File: src/rtl/selector_bus_rtc_arb_if.sv
`default_nettype none
// ----------------------------------------------------------------------------
// Module   : selector_bus_rtc_arb_if
// Brief    : Request/data bundle between the requesting sub-blocks and the RTC bus arbiter.
// Revision : 1.0 - initial release
// ----------------------------------------------------------------------------
interface selector_bus_rtc_arb_if #(
  parameter int WIDTH = 8,
  parameter int N_CH  = 4
);
  logic [N_CH-1:0]       req;
  logic [N_CH*WIDTH-1:0] bus_in;
  logic [WIDTH-1:0]      Bus_Direcciones_Datos;
  logic [N_CH-1:0]       grant;
  logic                  bus_valid;
  logic                  busy;

  // master: the arbiter itself; slave: the requesting channels.
  modport master (
    input  req, bus_in,
    output Bus_Direcciones_Datos, grant, bus_valid, busy
  );
  modport slave (
    output req, bus_in,
    input  Bus_Direcciones_Datos, grant, bus_valid, busy
  );
endinterface
`default_nettype wire

File: src/rtl/selector_bus_rtc_arb.sv
`default_nettype none
// ----------------------------------------------------------------------------
// Module   : selector_bus_rtc_arb
// Brief    : Registered N-channel arbiter/mux for the RTC address/data bus.
// Revision : 1.0 - initial release
// ----------------------------------------------------------------------------
module selector_bus_rtc_arb #(
  parameter int               WIDTH      = 8,
  parameter int               N_CH       = 4,
  parameter int               MODE       = 0,
  parameter int               TURNAROUND = 1,
  parameter int               HOLD_LAST  = 1,
  parameter logic [WIDTH-1:0] IDLE_VAL   = {WIDTH{1'b0}}
) (
  input  wire logic                    clk,
  input  wire logic                    reset_n,
  selector_bus_rtc_arb_if.master       sb
);

  localparam int               c_IW      = (N_CH > 1) ? $clog2(N_CH) : 1;
  localparam logic [3:0]       c_TA      = 4'(TURNAROUND);
  localparam logic [WIDTH-1:0] c_RST_BUS = (HOLD_LAST != 0) ? {WIDTH{1'b0}} : IDLE_VAL;

  typedef enum logic [1:0] {
    S_IDLE = 2'd0,
    S_OWN  = 2'd1,
    S_GAP  = 2'd2
  } state_t;

  state_t            r_state, w_state_nxt;
  logic [c_IW-1:0]   r_owner, w_owner_nxt;
  logic [c_IW-1:0]   r_last, w_last_nxt;
  logic [c_IW-1:0]   w_win, w_idx;
  logic              w_found;
  logic [3:0]        r_cnt, w_cnt_nxt;
  logic [WIDTH-1:0]  r_bus, w_bus_nxt;
  logic [N_CH-1:0]   r_grant, w_grant_nxt;
  logic              r_busy, w_busy_nxt;
  logic [WIDTH-1:0]  w_ch [N_CH];

  for (genvar g = 0; g < N_CH; g++) begin : g_unpack
    assign w_ch[g] = sb.bus_in[g*WIDTH +: WIDTH];
  end

  // Winner search: fixed order from 0, or rotating from the channel after the last owner.
  always_comb begin
    w_win   = '0;
    w_found = 1'b0;
    w_idx   = '0;
    for (int i = 0; i < N_CH; i++) begin
      if (MODE == 0) w_idx = c_IW'(i);
      else           w_idx = c_IW'((int'(r_last) + 1 + i) % N_CH);
      if (!w_found && sb.req[w_idx]) begin
        w_found = 1'b1;
        w_win   = w_idx;
      end
    end
  end

  always_comb begin
    w_state_nxt = r_state;
    w_owner_nxt = r_owner;
    w_last_nxt  = r_last;
    w_cnt_nxt   = r_cnt;
    w_bus_nxt   = r_bus;
    w_grant_nxt = r_grant;
    w_busy_nxt  = r_busy;
    case (r_state)
      S_IDLE: begin
        if (w_found) begin
          w_state_nxt        = S_OWN;
          w_owner_nxt        = w_win;
          w_last_nxt         = w_win;
          w_grant_nxt        = '0;
          w_grant_nxt[w_win] = 1'b1;
          w_busy_nxt         = 1'b1;
          w_bus_nxt          = w_ch[w_win];
        end else if (HOLD_LAST == 0) begin
          w_bus_nxt = IDLE_VAL;
        end
      end
      S_OWN: begin
        if (sb.req[r_owner]) begin
          w_bus_nxt = w_ch[r_owner];
        end else begin
          w_grant_nxt = '0;
          if (HOLD_LAST == 0) w_bus_nxt = IDLE_VAL;
          if (TURNAROUND > 0) begin
            w_state_nxt = S_GAP;
            w_cnt_nxt   = c_TA - 4'd1;
          end else begin
            w_state_nxt = S_IDLE;
            w_busy_nxt  = 1'b0;
          end
        end
      end
      S_GAP: begin
        if (r_cnt == 4'd0) begin
          w_state_nxt = S_IDLE;
          w_busy_nxt  = 1'b0;
        end else begin
          w_cnt_nxt = r_cnt - 4'd1;
        end
      end
      default: begin
        w_state_nxt = S_IDLE;
        w_grant_nxt = '0;
        w_busy_nxt  = 1'b0;
      end
    endcase
  end

  always_ff @(posedge clk or negedge reset_n) begin
    if (!reset_n) begin
      r_state <= S_IDLE;
      r_owner <= '0;
      r_last  <= c_IW'(N_CH - 1);
      r_cnt   <= 4'd0;
      r_bus   <= c_RST_BUS;
      r_grant <= '0;
      r_busy  <= 1'b0;
    end else begin
      r_state <= w_state_nxt;
      r_owner <= w_owner_nxt;
      r_last  <= w_last_nxt;
      r_cnt   <= w_cnt_nxt;
      r_bus   <= w_bus_nxt;
      r_grant <= w_grant_nxt;
      r_busy  <= w_busy_nxt;
    end
  end

  assign sb.Bus_Direcciones_Datos = r_bus;
  assign sb.grant                 = r_grant;
  assign sb.bus_valid             = |r_grant;
  assign sb.busy                  = r_busy;

endmodule
`default_nettype wire
File: src/flat_wrapper.sv
// flat-port wrapper written by rule: the top's interface ports become plain ports
module selector_bus_rtc_arb_flat 
#(
  parameter int               WIDTH      = 8,
  parameter int               N_CH       = 4,
  parameter int               MODE       = 0,
  parameter int               TURNAROUND = 1,
  parameter int               HOLD_LAST  = 1,
  parameter logic [WIDTH-1:0] IDLE_VAL   = {WIDTH{1'b0}}
)
  (clk, reset_n, sb_req, sb_bus_in, sb_Bus_Direcciones_Datos, sb_grant, sb_bus_valid, sb_busy);
  selector_bus_rtc_arb_if #(.WIDTH(WIDTH), .N_CH(N_CH)) sb_i ();
  input  wire logic clk;
  input  wire logic reset_n;
  input wire logic [$bits(sb_i.req)-1:0] sb_req;
  input wire logic [$bits(sb_i.bus_in)-1:0] sb_bus_in;
  output wire logic [$bits(sb_i.Bus_Direcciones_Datos)-1:0] sb_Bus_Direcciones_Datos;
  output wire logic [$bits(sb_i.grant)-1:0] sb_grant;
  output wire logic [$bits(sb_i.bus_valid)-1:0] sb_bus_valid;
  output wire logic [$bits(sb_i.busy)-1:0] sb_busy;
  assign sb_i.req = sb_req;
  assign sb_i.bus_in = sb_bus_in;
  assign sb_Bus_Direcciones_Datos = sb_i.Bus_Direcciones_Datos;
  assign sb_grant = sb_i.grant;
  assign sb_bus_valid = sb_i.bus_valid;
  assign sb_busy = sb_i.busy;
  selector_bus_rtc_arb #(.WIDTH(WIDTH), .N_CH(N_CH), .MODE(MODE), .TURNAROUND(TURNAROUND), .HOLD_LAST(HOLD_LAST), .IDLE_VAL(IDLE_VAL)) u_core (.clk(clk), .reset_n(reset_n), .sb(sb_i));
endmodule
File: config.mk
export PLATFORM = sky130hd
export DESIGN_NAME = selector_bus_rtc_arb_flat
export DESIGN_NICKNAME = d
export VERILOG_FILES = /design/src/rtl/selector_bus_rtc_arb_if.sv /design/src/rtl/selector_bus_rtc_arb.sv /design/src/flat_wrapper.sv
export SDC_FILE = /design/constraint.sdc
export NUM_CORES = 1
export LEC_CHECK = 0
export ABC_AREA = 1
export CAP_MARGIN = 20
export CELL_PAD_IN_SITES_DETAIL_PLACEMENT = 1
export CELL_PAD_IN_SITES_GLOBAL_PLACEMENT = 1
export CORE_MARGIN = 10
export CORE_UTILIZATION = 32
export CTS_CLUSTER_SIZE = 14
export DETAILED_ROUTE_END_ITERATION = 10
export PLACE_DENSITY_LB_ADDON = 0.25
export SLEW_MARGIN = 10
export SYNTH_ARGS = -nofsm -noshare
export SYNTH_HDL_FRONTEND = slang
export SYNTH_SLANG_ARGS = --single-unit
File: constraint.sdc
create_clock -name clk -period 1.5 [get_ports clk]
set_input_delay 0.15 -clock clk [delete_from_list [all_inputs] [get_ports clk]]
set_output_delay 0.15 -clock clk [all_outputs]
set_load 0.05 [all_outputs]
==> results of run 1 <==
==> kinds of logic (layout without fill, tap and decap cells) <==
logic type / count (synthesis) / count (layout)
compound gates: 24 / 24
xor+xnor: 2 / 2
fa+ha+maj: 2 / 2
buf+inv: 72 / 143
flops: 21 / 21
simple gates: 171 / 171
==> registers in the layout (all words and copies together) (netlist names) <==
name / count
u_core.sb.Bus_Direcciones_Datos: 8
u_core.r_cnt: 4
u_core.sb.grant: 4
u_core.r_owner: 2
u_core.r_state: 2
u_core.sb.busy: 1
==> per-stage QoR <==
step,power (µW),hold slack (ns)
floorplan,3270,-0.146
global placement,4480,0.472
detailed placement,4560,0.468
CTS,4950,0.249
global route,5400,0.257
finish,4910,0.229
==> Yosys cell counts <==
cell / n / area [µm²]
nor2_4: 1 / 11.3
ha_1: 2 / 25.0
nor2_1: 9 / 33.8
buf_2: 4 / 20.0
nand2_4: 1 / 11.3
o21ai_1: 1 / 5.00
nand4_1: 9 / 56.3
clkinv_1: 1 / 3.75
inv_1: 57 / 214
nand2_1: 103 / 387
o22ai_1: 1 / 6.26
nand3_2: 2 / 20.0
inv_2: 6 / 22.5
buf_4: 1 / 7.51
a21oi_1: 2 / 10.0
xor2_1: 2 / 17.5
dfrtp_1: 21 / 526
nand2_2: 6 / 37.5
o211ai_1: 8 / 60.1
buf_6: 3 / 33.8
o21ai_0: 12 / 60.1
nand3_1: 40 / 200
==> critical path: stages (launching register included) <==
cell      delay, ns
dfrtp_1        0.47
buf_4          0.22
o211ai_1       0.30
nand3_1        0.12
nand2_1        0.09
inv_1          0.04
nand2_1        0.05
nand2_1        0.04
==> power by group <==
part	leakage (µW)	switching [µW]	internal, µW	total (µW)
Clock	0.0000255	191	185	376
Sequential	0.000263	215	835	1050
Combinational	0.00113	2230	1260	3490
==> routing by layer <==
| layer | vias up | GRT usage (%) |
|---|---|---|
| li1 | 1043 | - |
| met1 | 943 | 16.5 |
| met2 | 42 | 28.9 |
| met3 | 8 | 1.67 |
| met4 | 0 | 4.30 |
| met5 | - | 0 |
==> area by class of cell <==
| cell class | instances | area (µm²) | area share (%) |
|---|---|---|---|
| Clock buffer | 3 | 41.3 | 1.62 |
| Clock inverter | 1 | 5.00 | 0.197 |
| Timing Repair Buffer | 75 | 683 | 26.8 |
| Inverter | 64 | 240 | 9.44 |
| Multi-Input combinational cell | 199 | 958 | 37.7 |
| Tap cell | 72 | 90.1 | 3.54 |
| Sequential cell | 21 | 527 | 20.7 |
==> repair_timing <==
| action | 4_1_cts | 5_1_grt |
|---|---|---|
| gates resized for setup | 0 | 8 |
| endpoints found under the setup margin | 0 | 13 |
| buffers inserted | 0 | 0 |
==> final timing paths <==
check,endpoint,from,slack (ns)
max,u_core.sb.Bus_Direcciones_Datos[5],u_core.r_owner[0],0.06
min,u_core.sb.grant[1],reset_n,0.23
max reg2reg,u_core.sb.Bus_Direcciones_Datos[5],u_core.r_owner[0],0.06
min reg2reg,u_core.sb.Bus_Direcciones_Datos[1],u_core.sb.Bus_Direcciones_Datos[1],0.48
max in group asynchronous,u_core.r_owner[1],reset_n,1.02
min in group clk,u_core.sb.grant[1],sb_req[1],0.28
==> results.md, run 1 <==
- VDD IR max: ~720 µV
- GP Congestion: 0.881
- Sequential area share after synthesis: 29.7%
- M1 wire length: 2.55 mm
- Setup TNS: 0 ns
- Die area: 8900 µm²
- Reg2reg path depth: 7
- Crit end category: register
- Detailed Route Iter0 Violations: 67
- Worst Tran Pin Value: 0.306 ns
- Worst min path class: input port to async pin
- Startpoint Class: register
- Most common cell after layout, fill and taps aside: nand2_1
- Area after DPL: 2480 µm²
- Worst Skew: roughly 0.0054 ns
- Pre-CTS WS: -0.167 ns
- Crit Path Category: register to register
- Area Growth Syn to Fin: 43.9%
- Initial core utilization: roughly 33%
- Register bit count reported by yosys: 21
- Remaining Overflow, GRT: 0
- Final cycle utilization of the critical path: 96.2%
- Root Driver: clkbuf_8
- TritonCTS clock tree: yes
- Util after Layout: 46.8%
- Hpwl dp: 5.20 mm
- Final WS setup: 0.0568 ns
- Ant. Diodes: 0
- Largest family of logic cells by synthesized area: simple AND/OR/NAND/NOR gates
- # IOs: 52
- Critical path fanouts, max: 12
- Adder-Cell Fraction of Synth Area: 1.42%
- CTS buffer count: 3
- Vias: 2,036
- Final Max Slew Viols: 0
- CTS Hold Buffers Added: 0
- Xor/xnor share of the synthesized area: 0.991%
- Post-Syn Nets: between 300 and 400
- Overall Global Routing Usage: around 15%
- Final std cells w/o fill: approximately 440
- Leak: 0.00142 µW
- Final wirelength: 6.25 mm
- H-tree levels: 1
- Syn_area_per_cell: 6.05 µm²
- Most frequent cells in the layout: nand2_1 (102), inv_1 (57), nand3_1 (40)
- Post-synthesis mux area share: 0%
- Max_slew headroom: 79.5%
- Mapped Cells: ~290
- Core footprint: 5440 µm²
- Worst EP required: 1.65 ns
- Met3 WL post-DR: 207 µm
- Setup violators final: 0
- Synth Cell Area: 1770 µm²
- Worst endpoint data arrival time: 1.60 ns
- Clock transition at path regs: 0.08 ns
- Synth cell types: 22
- Hold Fails Final Rpt: 0
- Status: complete, no violations
- DRC Markers: 0
- WL/cell: 14.4 µm
- Number of port buffers: 51
- Via-per-instance ratio: about 4.7
- Filler Cell Count: 753
- Drt pass-1 iters: 4
- Tmin final: 1.44 ns
- First-pass GRT wire length: between 10 and 15 mm
- CTS max path bufs: 2
- Power density over the cells: 1930 nW/µm²
- Post-route ant nets: 0
- Nets@finish: 404
- Highest routing layer actually used: met4
- Vias in the first global route: 2,300
- Antenna violations before repair: 0
- Placed Cells: 431
- Cell row count: 27
- Synth warn: 0
- Met2 WL: 3.41 mm
- Unrepaired setup endpoints after global routing: no
- Die Span X: about 94 µm
- Fmax: 693 MHz
- Pin count of the biggest net entering global routing: 22
- Simple logic cell fraction of the synthesized area: between 40% and 50%
- Design Area, Final: 2540 µm²
- Synth Area in Compound Gates: roughly 8%
- Number of clock sinks: 21
- Maxcap violations: 0
- Share of layout cells above drive strength 1: 17.1%
- Die Span Y: 94.3 µm
- Worst-Skew Late Latency: 0.26 ns
Note: power is estimated with default switching activity, not from simulation.
==> run 2, diff against run 1 <==
--- a/config.mk
+++ b/config.mk
@@ -6,11 +6,12 @@
 export NUM_CORES = 1
 export LEC_CHECK = 0
 export ABC_AREA = 1
+export ABC_CLOCK_PERIOD_IN_PS = 1670
 export CAP_MARGIN = 20
 export CELL_PAD_IN_SITES_DETAIL_PLACEMENT = 1
 export CELL_PAD_IN_SITES_GLOBAL_PLACEMENT = 1
 export CORE_MARGIN = 10
-export CORE_UTILIZATION = 32
+export CORE_UTILIZATION = 34
 export CTS_CLUSTER_SIZE = 14
 export DETAILED_ROUTE_END_ITERATION = 10
 export PLACE_DENSITY_LB_ADDON = 0.25
==> constraint.sdc (replaced) <==
create_clock -name clk -period 1.67 [get_ports clk]
set_input_delay 0.167 -clock clk [delete_from_list [all_inputs] [get_ports clk]]
set_output_delay 0.167 -clock clk [all_outputs]
set_load 0.05 [all_outputs]
==> run 2 against run 1 <==
  * Via count fell by 0.59%
  * Final area is 3.7% lower
  * Sequential share of layout area increased by 0.74 points
  * Non-clock buffer count fell by 6
  * Power down 14%
  * Highest routed layer unchanged
  * Global-route usage down 0.34 points
  * Cell count down 1.8%
  * Core utilization grew 1.5 points
  * Flip-flop and latch count did not move
  * Largest cell class unchanged
  * Worst hold slack improved by 0.038 ns
  * Clock power is 10% lower
==> results.md, run 2 (synthesis gave the netlist of run 1 again) <==
- Status: complete, no violations
- WL/cell: 14.0 µm
- Die Span Y: 92.1 µm
- Area of the multi-input gates: ~940 µm²
- Number of port buffers: 51
- Share of layout cells above drive strength 1: between 10% and 20%
- Vias in the first global route: between 2k and 2.5k
- Die area: 8480 µm²
- H-tree levels: 1
- Seq. cell area: 526 µm²
- Most common cell after layout, fill and taps aside: nand2_1
- CTS max path bufs: 2
- Startpoint Class: input port
- Pin count of the biggest net entering global routing: 22
- Hpwl dp: 4.99 mm
- Final WS setup: 0.224 ns
- Reg power frac: 21.4%
- Nets@finish: 398
- Post-CTS setup buffers: 0
- TritonCTS clock tree: yes
- Antenna violations before repair: 0
- Logic gate share of total power: approximately 70%
- Most frequent cells in the layout: nand2_1 (103), inv_1 (57), nand3_1 (40)
- Final Max Slew Viols: 0
- GP Congestion: 0.861
- Detailed Route Iter0 Violations: 61
- Tmin final: 1.45 ns
- Cell row count: 26
- Clock transition at path regs: 0.08 ns
- Final cycle utilization of the critical path: a little under 90%
- CTS Hold Buffers Added: 0
- Fmax: 691 MHz
- Critical path fanouts, max: 15
- Max_slew headroom: roughly four fifths
- Crit end category: register
- Overall Global Routing Usage: 14.6%
- Worst EP required: 1.83 ns
- Leak: 0.00137 µW
- Remaining Overflow, GRT: 0
- Drt pass-1 iters: 4
- Root Driver: clkbuf_8
- Vias: roughly 2.0k
- Power density over the cells: 1730 nW/µm²
- Worst Tran Pin Value: 0.278 ns
- Worst min path class: input port to async pin
- Max reg flops: 8
- Area Growth Syn to Fin: 38.6%
- Final wirelength: around 6.0 mm
- Maxcap violations: 0
- Number of clock sinks: 21
- Hold Fails Final Rpt: 0
- Power, Total: between 4000 and 5000 µW
- Ant. Diodes: 0
- CTS buffer count: 3
- Design Area, Final: 2450 µm²
- Post-route ant nets: 0
- Filler Cell Count: roughly 700
- Worst Skew: 0.00644 ns
- CP startpoint: sb_req[0]
- Worst-Skew Late Latency: 0.26 ns
- Internal power: between 1500 and 2000 µW
- Sw Pwr: between 2000 and 2500 µW
- Core footprint: 5070 µm²
- Area after DPL: 2400 µm²
- Via-per-instance ratio: 4.74
- # IOs: 52
- Clk pwr share: 8.0%
- Initial core utilization: 34.8%
- Die Span X: 92.1 µm
- DRC Markers: 0
- First-pass GRT wire length: about 11 mm
- Setup violators final: 0
- Post-CTS sizing: 0
- Reg-to-Reg Start: u_core.r_cnt[0]
- Switching share of power: 54.2%
- Unrepaired setup endpoints after global routing: no
- Pre-CTS WS: -0.0651 ns
- VDD IR max: 761 µV
- Worst endpoint data arrival time: 1.61 ns
- Crit Path Category: input port to register
## run 2: cell types whose count changed in the layout (fill, tap and decap cells not counted), sizes merged
cell / previous run / this run
buf: 38 / 32
dlymetal6s2s: 1 / 0
clkdlybuf4s50: 36 / 37
## run 2: worst max-delay path: stages
cell and delay, ns:
clkdlybuf4s50_1 0.54, inv_1 0.09, nand2_2 0.22, buf_4 0.23, nand3_1 0.09, nand3_1 0.09
nand2_1 0.06, nand2_1 0.07, nand2_1 0.05
## run 2: area by class of cell
class                      count  share of cell area (%)
multi-input combinational    199                    38.4
timing repair buffer          69                    24.9
sequential                    21                    21.4
inverter                      64                    9.80
tap                           70                    3.57
clock buffer                   3                    1.68
clock inverter                 1                   0.204
## run 2: final timing paths
kind                                                 endpoint  depth (start not counted)  slack (ns)
setup / recovery           u_core.sb.Bus_Direcciones_Datos[7]                          9        0.22
max in group asynchronous                   u_core.r_owner[0]                          2        1.18
hold reg to reg            u_core.sb.Bus_Direcciones_Datos[3]                          2        0.49
setup reg to reg                              u_core.r_cnt[3]                          9        0.23
min in group clk           u_core.sb.Bus_Direcciones_Datos[3]                          2        0.49
hold / removal                             u_core.sb.grant[1]                          2        0.27
## run 2: power by group through the flow
stage	Sequential [µW]	Combinational, µW	Clock, µW
5_1_grt	947	3380	383
2_1_floorplan	1340	1590	0
4_1_cts	911	3050	349
3_3_place_gp	910	2970	0
6_report	908	2990	338
3_5_place_dp	919	3040	0
## run 2: per-layer routing
layer,vias up,global-route usage (%),share of wire [%]
li1,1032,-,-
met1,942,16.5,43
met2,40,27.4,52
met3,10,2.28,2.6
met4,0,3.98,1.8
met5,-,0,0
## run 2: stage by stage
stage               TNS (ns)  hold WS (ns)  utilization, %  std cells
finish                     0         0.268            48.3        427
global route               0         0.289            48.3        427
CTS                        0         0.272            48.3        427
detailed placement    -0.376         0.469            47.4        423
global placement     -0.0746         0.466            47.4        423
floorplan                  0        -0.129               -        292
==> run 3, diff against run 2 <==
--- a/config.mk
+++ b/config.mk
@@ -11,9 +11,10 @@
 export CELL_PAD_IN_SITES_DETAIL_PLACEMENT = 1
 export CELL_PAD_IN_SITES_GLOBAL_PLACEMENT = 1
 export CORE_MARGIN = 10
-export CORE_UTILIZATION = 34
+export CORE_UTILIZATION = 43
 export CTS_CLUSTER_SIZE = 14
 export DETAILED_ROUTE_END_ITERATION = 10
+export DONT_BUFFER_PORTS = 1
 export PLACE_DENSITY_LB_ADDON = 0.25
 export SLEW_MARGIN = 10
 export SYNTH_ARGS = -nofsm -noshare
==> run 3 against run 2 <==
  * Via count decreased by 5.2%
  * Largest power group unchanged
  * Critical path type is now register to register
  * Clock skew increased by 0.0011 ns
  * Register-to-register slack got worse by 0.12 ns
  * Power decreased by 6.1%
  * Worst setup slack got worse by 0.12 ns
==> results.md, run 3 (synthesis gave the netlist of run 1 again) <==
- Worst hold path stage count: 2
- Max reg flops: 8
- Worst min path class: input port to register
- GR peak layer: met2
- CTS buffer count: 3
- Met1 Usage GRT: between 10% and 20%
- Crit Path Category: register to register
- WL/cell: 16.2 µm
- Area of the multi-input gates: 943 µm²
- Met2 Use GR: between 30% and 40%
- Final Max Slew Viols: 0
- Util after Layout: 48.7%
- Worst-Skew Late Latency: 0.26 ns
- Vias: 1,919
- Filler Cell Count: 591
- Startpoint Class: register
- H-tree levels: 1
- Overall Global Routing Usage: 16.0%
- Share of layout cells above drive strength 1: 11.8%
- Drt pass-1 iters: 4
- TritonCTS clock tree: yes
- Nets@finish: between 300 and 400
- R2r setup slk: roughly 0.11 ns
- Vias in the first global route: 2,024
- Design Area, Final: 1950 µm²
- CTS max path bufs: 2
- Leak: ~0.0011 µW
- Detailed Route Iter0 Violations: 99
- Ant. Diodes: 0
- Clk pwr share: 8.5%
- Worst reg2reg path endpoint: u_core.sb.busy
- DRC Markers: 0
- Most frequent cells in the layout: nand2_1 (102), inv_1 (57), nand3_1 (40)
- Initial core utilization: 44.2%
- Internal power: approximately 1700 µW
- Worst EP required: 1.81 ns
- Power density over the cells: just over 2000 nW/µm²
- Critical path fanouts, max: 5
- Worst endpoint data arrival time: 1.71 ns
- Sw Pwr: 2280 µW
- Hpwl dp: 4.62 mm
- Max_slew headroom: between 30% and 40%
- Status: complete, no violations
- Area after DPL: roughly 1900 µm²
- Maxcap violations: 0
- VDD IR max: 1070 µV
- Critical Path End: u_core.sb.busy
- Worst Tran Pin Value: ~0.95 ns
- Die Span X: between 80 and 90 µm
- Reg2reg path depth: 7
- Core footprint: 4000 µm²
- Unrepaired setup endpoints after global routing: no
- Root Driver: clkbuf_8
- Antenna violations before repair: 0
- Switching share of power: 57.3%
- Reg-to-Reg Start: u_core.r_cnt[0]
- Pin count of the biggest net entering global routing: 22
- First-pass GRT wire length: around 9.6 mm
- Met3 layer usage reported by global route: 4.30%
- CP startpoint: u_core.r_cnt[0]
- Final wirelength: 5.76 mm
- Setup violators final: 0
- Post-CTS setup buffers: 0
- Worst Skew: 0.00753 ns
- Hold Fails Final Rpt: 0
- Reg power frac: 32.0%
- Number of clock sinks: 21
- Logic gate share of total power: 59.5%
- Remaining Overflow, GRT: 0
- Via-per-instance ratio: between 5 and 6
- Die Span Y: 84.1 µm
- Crit end category: register
- Number of port buffers: 0
- Area Growth Syn to Fin: 10.1%
- Fmax: 641 MHz
- Tmin final: 1.56 ns
- Most common cell after layout, fill and taps aside: nand2_1
- Seq. cell area: 526 µm²
- Post-route ant nets: 0
- Final cycle utilization of the critical path: ~93%
- # IOs: 52
- GP Congestion: 0.819
- Clock transition at path regs: 0.08 ns
- Die area: 7080 µm²
- Cell row count: 23
[run 3: cell types whose count changed in the layout (fill, tap and decap cells not counted)]
cell             change
nand2_2              +1
dlygate4sd3_1        +1
clkbuf_1             +1
clkinv_2             -1
buf_4               -16
nand2_1              -1
clkdlybuf4s50_1     -37
[run 3: power by group through the flow]
| stage | combinational [µW] | sequential, µW | clock (µW) |
|---|---|---|---|
| 2_1_floorplan | 1590 | 1340 | 0 |
| 3_3_place_gp | 2240 | 1280 | 0 |
| 3_5_place_dp | 2350 | 1280 | 0 |
| 4_1_cts | 2380 | 1280 | 342 |
| 5_1_grt | 2720 | 1300 | 366 |
| 6_report | 2370 | 1270 | 339 |
[run 3: how the worst min path moves through the flow]
stage,from,to
finish,sb_req[2],u_core.sb.grant[2]
global route,sb_req[1],u_core.sb.grant[1]
CTS,sb_req[2],u_core.sb.grant[2]
detailed placement,reset_n,u_core.sb.grant[1]
global placement,reset_n,u_core.sb.grant[1]
floorplan,reset_n,u_core.r_cnt[0]
[run 3: cell type report]
type | count | area share (%)
multi-input cells | 199 | 48.5
flip-flops and latches | 21 | 27.0
inverters | 64 | 12.3
repair buffers | 17 | 6.68
well taps | 50 | 3.21
clock buffers | 4 | 2.31
[run 3: per-stage QoR]
| stage | instances | setup WS (ns) | TNS [ns] | hold slack (ns) | power [µW] |
|---|---|---|---|---|---|
| after floorplan | 292 | 0.308 | 0 | -0.129 | 2930 |
| after global placement | 350 | 0.192 | 0 | -0.128 | 3520 |
| after detailed placement | 350 | -0.00477 | -0.00477 | -0.128 | 3640 |
| after CTS | 355 | 0.110 | 0 | 0.0818 | 4000 |
| after global routing | 355 | 0.0163 | 0 | 0.0907 | 4380 |
| final | 355 | 0.109 | 0 | 0.0750 | 3980 |
[run 3: repair_timing]
action | 4_1_cts | 5_1_grt
endpoints found under the setup margin | 1 | 1
hold endpoints to repair | 21 | 0
gates cloned | 0 | 0
gates resized for setup | 1 | 1
hold buffers | 1 | 0
[run 3: critical path: stages (launching register included)]
cell and delay (ns):
dfrtp_1 0.37, inv_1 0.14, ha_1 0.16, nand2_1 0.06, o21ai_1 0.23, nand2_1 0.15, o21ai_0 0.25, nand2_1 0.09
[run 3: per-layer routing]
metal / vias to the layer above / share of wire [%]
li1: 929 / -
met1: 938 / 40
met2: 48 / 53
met3: 4 / 6.4
met4: 0 / 0.40
met5: - / 0
